==> src/rtl/ascon_result_serializer.sv <==
// Ascon-128 result serializer: starts the core, captures {ciphertext, tag}, streams it MSW-first; ASCON_SER_TIMEOUT_EN adds a done watchdog.
// Latency: enc_start one cycle after op accept; first word one cycle after enc_done is sampled, then WORDS words.
// Backpressure: out_data/out_last/out_valid hold while out_ready is low; op_ready stays low until the core leaves done.
module ascon_result_serializer #(
  parameter int DATA_W      = 32,
  parameter int TIMEOUT_CYC = 1023
) (
  input  logic              clk,
  input  logic              rst,
  input  logic              op_valid,
  output logic              op_ready,
  output logic              enc_start,
  input  logic              enc_done,
  input  logic [127:0]      enc_ciphertext,
  input  logic [127:0]      enc_tag,
  output logic [DATA_W-1:0] out_data,
  output logic              out_valid,
  input  logic              out_ready,
  output logic              out_last,
  output logic              err
);

  localparam int WORDS = 256 / DATA_W;
  localparam int IDX_W = (WORDS > 1) ? $clog2(WORDS) : 1;
  localparam logic [IDX_W-1:0] LAST_IDX = IDX_W'(WORDS - 1);

  typedef enum logic [1:0] {
    IDLE,
    WAIT_DONE,
    SEND,
    RELEASE
  } state_t;

  state_t           state_q, state_d;
  logic [255:0]     sr_q, sr_d;
  logic [IDX_W-1:0] idx_q, idx_d;
  logic             start_q, start_d;
  logic             valid_q, valid_d;
  logic             err_q, err_d;
  logic             tmo_hit;

`ifdef ASCON_SER_TIMEOUT_EN
  localparam int TMO_W = $clog2(TIMEOUT_CYC + 1);
  localparam logic [TMO_W-1:0] TMO_LAST = TMO_W'(TIMEOUT_CYC - 1);

  logic [TMO_W-1:0] tmo_q, tmo_d;

  // Counts completed WAIT_DONE cycles; the TIMEOUT_CYC-th one without done aborts.
  assign tmo_hit = (tmo_q == TMO_LAST);
`else
  assign tmo_hit = 1'b0;
`endif

  assign op_ready  = (state_q == IDLE) && !enc_done;
  assign enc_start = start_q;
  assign out_valid = valid_q;
  assign out_data  = sr_q[255 -: DATA_W];
  assign out_last  = valid_q && (idx_q == LAST_IDX);
  assign err       = err_q;

  always_comb begin
    state_d = state_q;
    sr_d    = sr_q;
    idx_d   = idx_q;
    start_d = start_q;
    valid_d = valid_q;
    err_d   = err_q;
`ifdef ASCON_SER_TIMEOUT_EN
    tmo_d   = tmo_q;
`endif
    unique case (state_q)
      IDLE: begin
        if (op_valid && op_ready) begin
          start_d = 1'b1;
          err_d   = 1'b0;
          state_d = WAIT_DONE;
`ifdef ASCON_SER_TIMEOUT_EN
          tmo_d   = '0;
`endif
        end
      end
      WAIT_DONE: begin
        if (enc_done) begin
          sr_d    = {enc_ciphertext, enc_tag};
          start_d = 1'b0;
          idx_d   = '0;
          valid_d = 1'b1;
          state_d = SEND;
        end else if (tmo_hit) begin
          err_d   = 1'b1;
          start_d = 1'b0;
          state_d = RELEASE;
        end
`ifdef ASCON_SER_TIMEOUT_EN
        else begin
          tmo_d = tmo_q + TMO_W'(1);
        end
`endif
      end
      SEND: begin
        if (valid_q && out_ready) begin
          // Shifting on the last word too leaves sr all-zero, so idle out_data reads 0.
          sr_d = sr_q << DATA_W;
          if (idx_q == LAST_IDX) begin
            valid_d = 1'b0;
            state_d = RELEASE;
          end else begin
            idx_d = idx_q + IDX_W'(1);
          end
        end
      end
      RELEASE: begin
        // Hold off until the core has seen start low and left its done state.
        if (!enc_done) begin
          state_d = IDLE;
        end
      end
      default: begin
        state_d = IDLE;
      end
    endcase
  end

  always_ff @(posedge clk) begin
    if (rst) begin
      state_q <= IDLE;
      sr_q    <= '0;
      idx_q   <= '0;
      start_q <= 1'b0;
      valid_q <= 1'b0;
      err_q   <= 1'b0;
`ifdef ASCON_SER_TIMEOUT_EN
      tmo_q   <= '0;
`endif
    end else begin
      state_q <= state_d;
      sr_q    <= sr_d;
      idx_q   <= idx_d;
      start_q <= start_d;
      valid_q <= valid_d;
      err_q   <= err_d;
`ifdef ASCON_SER_TIMEOUT_EN
      tmo_q   <= tmo_d;
`endif
    end
  end

endmodule

==> config.mk <==
export PLATFORM = sky130hd
export DESIGN_NAME = ascon_result_serializer
export DESIGN_NICKNAME = d
export VERILOG_FILES = /design/src/rtl/ascon_result_serializer.sv
export SDC_FILE = /design/constraint.sdc
export NUM_CORES = 1
export LEC_CHECK = 0
export ABC_CLOCK_PERIOD_IN_PS = 1900
export BUFFER_PORTS_ARGS = -buffer_cell sky130_fd_sc_hd__clkbuf_2
export CORE_AREA = 2 2 201 203
export CTS_CLUSTER_DIAMETER = 60
export DETAILED_ROUTE_END_ITERATION = 10
export DIE_AREA = 0 0 203 205
export GPL_ROUTABILITY_DRIVEN = 0
export SETUP_SLACK_MARGIN = 0.1
export SYNTH_ARGS = -nofsm -noshare
export SYNTH_HDL_FRONTEND = slang
export SYNTH_SLANG_ARGS = --single-unit
==> constraint.sdc <==
create_clock -name clk -period 1.9 [get_ports clk]
set_input_delay 0.475 -clock clk [delete_from_list [all_inputs] [get_ports clk]]
set_output_delay 0.475 -clock clk [all_outputs]
set_load 0.005 [all_outputs]
==> flow_metrics.py <==
metrics = {
    "status": {
        "status": "complete, no violations",
    },
    "cells_and_area": {
        "area_growth_pct": 46.7,
        "finalCoreUtilization_pct": 43.4,
        "finalInstanceArea_mm2": 0.0171,
        "drive_gt1_share_pct": 40.2,
        "regArea_mm2": 0.00527,
        "final_nets": 1802,
        "stdcell_count": 2084,
        "fill_cells": 3801,
        "multi_input_area_mm2": 0.00633,
    },
    "power_and_ir_drop": {
        "peakVddDrop_mv": 0.768,
        "p_per_area_mw_per_mm2": 1890,
        "leakage_nw": 6.33,
        "power_mw": 32.3,
    },
    "worst_setup_path": {
        "arrival_ns": 2.32,
        "crit_path_max_fanout": 9,
        "slowest_stage": "dfxtp_2",
        "critPathLaunchType": "register",
        "critPathTopFamily": "buffers and inverters",
        "crit_chain": "inv_4, ha_4, mux2i_4, a21oi_4, buf_12, clkbuf_16, buf_12, buf_16, nor2_2, a211oi_2",
        "end_kind": "register",
        "critPathMaxStageDelay_ns": 0.35,
        "critPathKind": "register to register",
        "critPathBufInv": 5,
        "crit_top_cell": "buf_12",
        "required_ns": 2.34,
    },
    "die": {
        "start_util_pct": 29.6,
        "die_area_mm2": 0.0416,
        "fp.coreArea_mm2": 0.0394,
        "rows": 73,
        "die_x_um": 203,
        "pin_count": 298,
        "die_h_um": 205,
    },
    "sta": {
        "post-route-period-util_pct": 99.1,
        "maxSlewHeadroom_pct": 66.4,
        "tightest_slew_ns": 0.505,
        "max_freq_mhz": 531,
        "tns_ns": 0,
        "whs_ns": 0.196,
        "setup_ws_ns": 0.0172,
        "rsz0062_at_grt": "true",
        "setup_viol_count_final": 0,
        "finalHoldViolations": 0,
        "post-route-min-period_ns": 1.88,
        "skew_ns": 0.0171,
        "drv_slew": 0,
    },
    "logic_synthesis": {
        "syn_avg_cell_area_um2": 9.52,
        "ys_ff_latch": 263,
        "synth_nets": 1492,
        "syn_inst": 1224,
        "synth_cell_types": 24,
        "yosys_warnings": 0,
        "synth-seq-area-share_pct": 45.2,
        "syn_area_mm2": 0.0116,
    },
    "clock_tree": {
        "cts-root-buf": "clkbuf_16",
        "cts.path.max_buffers": 3,
        "htree_levels": 2,
        "path_clk_slew_ns": 0.06,
        "cts_tree": "yes",
        "cts_hold_buf": 0,
        "numCtsBuffers": 34,
        "cts_sinks": 263,
        "clkLatencyLatePin_ns": 0.53,
    },
    "global_route": {
        "grt_max_degree": 51,
        "grt_pass1_wl_um": 54500,
        "grt_overflow": 0,
        "grt_antenna_before_repair": 5,
        "grt_use_total_pct": 17.0,
        "grt_pass1_vias": 9683,
    },
    "drt": {
        "avgViaCountPerCell": 4.82,
        "vias": 10100,
        "route.detailed.drc": 0,
        "wl_per_cell_um": 18.7,
        "drtIter0Drc": 450,
        "firstDrtPassIters": 4,
        "detail-route-antenna-nets": 0,
        "wl_um": 39000,
    },
    "placed_design": {
        "dp_worst_setup_slack_ns": -0.0370,
        "placed_cell_area_mm2": 0.0138,
        "dp_hpwl_um": 24400,
        "io_buffer_count": 296,
        "placed_cells": 1955,
    },
    "min_path": {
        "hp-class": "primary input to register",
    },
    "run": {
        "cap_violations": 0,
    },
}
## report_power, final
| group | switching, mW | internal, mW |
|---|---|---|
| logic | 7.75 | 8.56 |
| clock network | 2.49 | 3.71 |
| registers | 1.70 | 8.07 |
## worst register-to-register path, delay by kind of cell, from the launching register on
kind | cells | cell delay (ns)
AO/OA/AOI/OAI | 2 | 0.37
adder cells (fa/ha/maj) | 1 | 0.17
AND/OR/NAND/NOR | 1 | 0.04
multiplexers | 1 | 0.19
flip-flops | 1 | 0.35
buffers and inverters | 5 | 0.67
## Yosys cell counts (all sizes together)
cell type  count  share of area [%]
a2bb2oi        1              0.075
clkbuf        37                1.2
o21ai          3               0.13
nor2b          2               0.11
nand2         38                1.2
nand3b        33                2.1
inv            3              0.097
dfxtp        263                 45
and2           1              0.054
mux2i        227                 20
nor2         228                7.3
nor3b          2               0.13
buf          110                5.5
ha             7               0.75
o211a          1              0.086
a211oi       225                 14
a22oi          2               0.13
a21o           2               0.13
a21oi         36                1.6
nand3          1              0.043
conb           1              0.032
or2            1              0.054
## area by class of cell
type                    instances  share of cell area [%]
inverters                       3                  0.0952
clock buffers                  50                    5.92
repair buffers                421                    21.8
well taps                     525                    3.84
flip-flops and latches        263                    30.8
diodes                          2                  0.0293
clock inverters                 9                   0.410
multi-input cells             811                    37.0
## cells by family after synthesis
kind of cell | synth area share, %
muxes | 19.5
AOI/OAI and AO/OA | 16.6
buffers and inverters | 6.81
other | 0.0322
adders and majority gates | 0.752
DFF | 45.2
and+or+nand+nor | 11.1
## sequential cells by signal, summed over array words and instances (netlist names)
signal and cells:
sr_q 256, idx_q 3, state_q 2, enc_start 1, out_valid 1
## final timing paths
kind,from,to,slack [ns],depth (start not counted)
setup / recovery,state_q[1],sr_q[230],0.02,10
hold / removal,enc_tag[24],sr_q[24],0.20,3
setup reg to reg,state_q[1],sr_q[230],0.02,10
hold reg to reg,sr_q[12],sr_q[12],0.45,2
## layout by cell type, fill, tap and decap left out, types with 2 or more instances in the layout
cell type | synthesis | final
nor2_1 | 228 | 192
bufbuf_16 | 0 | 2
a21oi_1 | 35 | 30
dfxtp_2 | 0 | 3
a211oi_1 | 225 | 148
buf_16 | 0 | 26
buf_12 | 0 | 23
nor2_4 | 0 | 10
inv_8 | 0 | 2
nand3b_1 | 33 | 33
a21o_1 | 2 | 2
buf_4 | 37 | 39
clkbuf_8 | 0 | 8
a211oi_2 | 0 | 77
inv_6 | 0 | 2
dfxtp_1 | 263 | 259
clkinv_2 | 0 | 3
mux2i_2 | 0 | 13
ha_4 | 0 | 5
diode_2 | 0 | 2
mux2i_4 | 0 | 4
clkbuf_2 | 0 | 295
nand2_1 | 38 | 38
ha_1 | 7 | 2
buf_6 | 0 | 9
inv_4 | 0 | 2
nor2_2 | 0 | 26
mux2i_1 | 227 | 210
clkbuf_16 | 0 | 57
clkbuf_1 | 37 | 7
o21ai_0 | 3 | 3
buf_8 | 0 | 4
a21oi_2 | 1 | 5
clkinvlp_4 | 0 | 2
## layer usage
layer / vias up / part of all wire (%) / track usage [%] / routed length [µm]
met2: 244 / 48 / 28.0 / 18700
met1: 4703 / 44 / 21.4 / 17000
li1: 5030 / - / - / -
met3: 72 / 5.3 / 3.96 / 2050
met4: 4 / 3.0 / 6.96 / 1190
met5: - / 0.059 / 0 / 23
## repair_timing
action	CTS	global route
setup endpoints to repair	209	254
pin swaps	50	57
cloned	15	25
buffers inserted	15	13
resized for setup	103	124
Note: power is estimated with default switching activity, not from simulation.
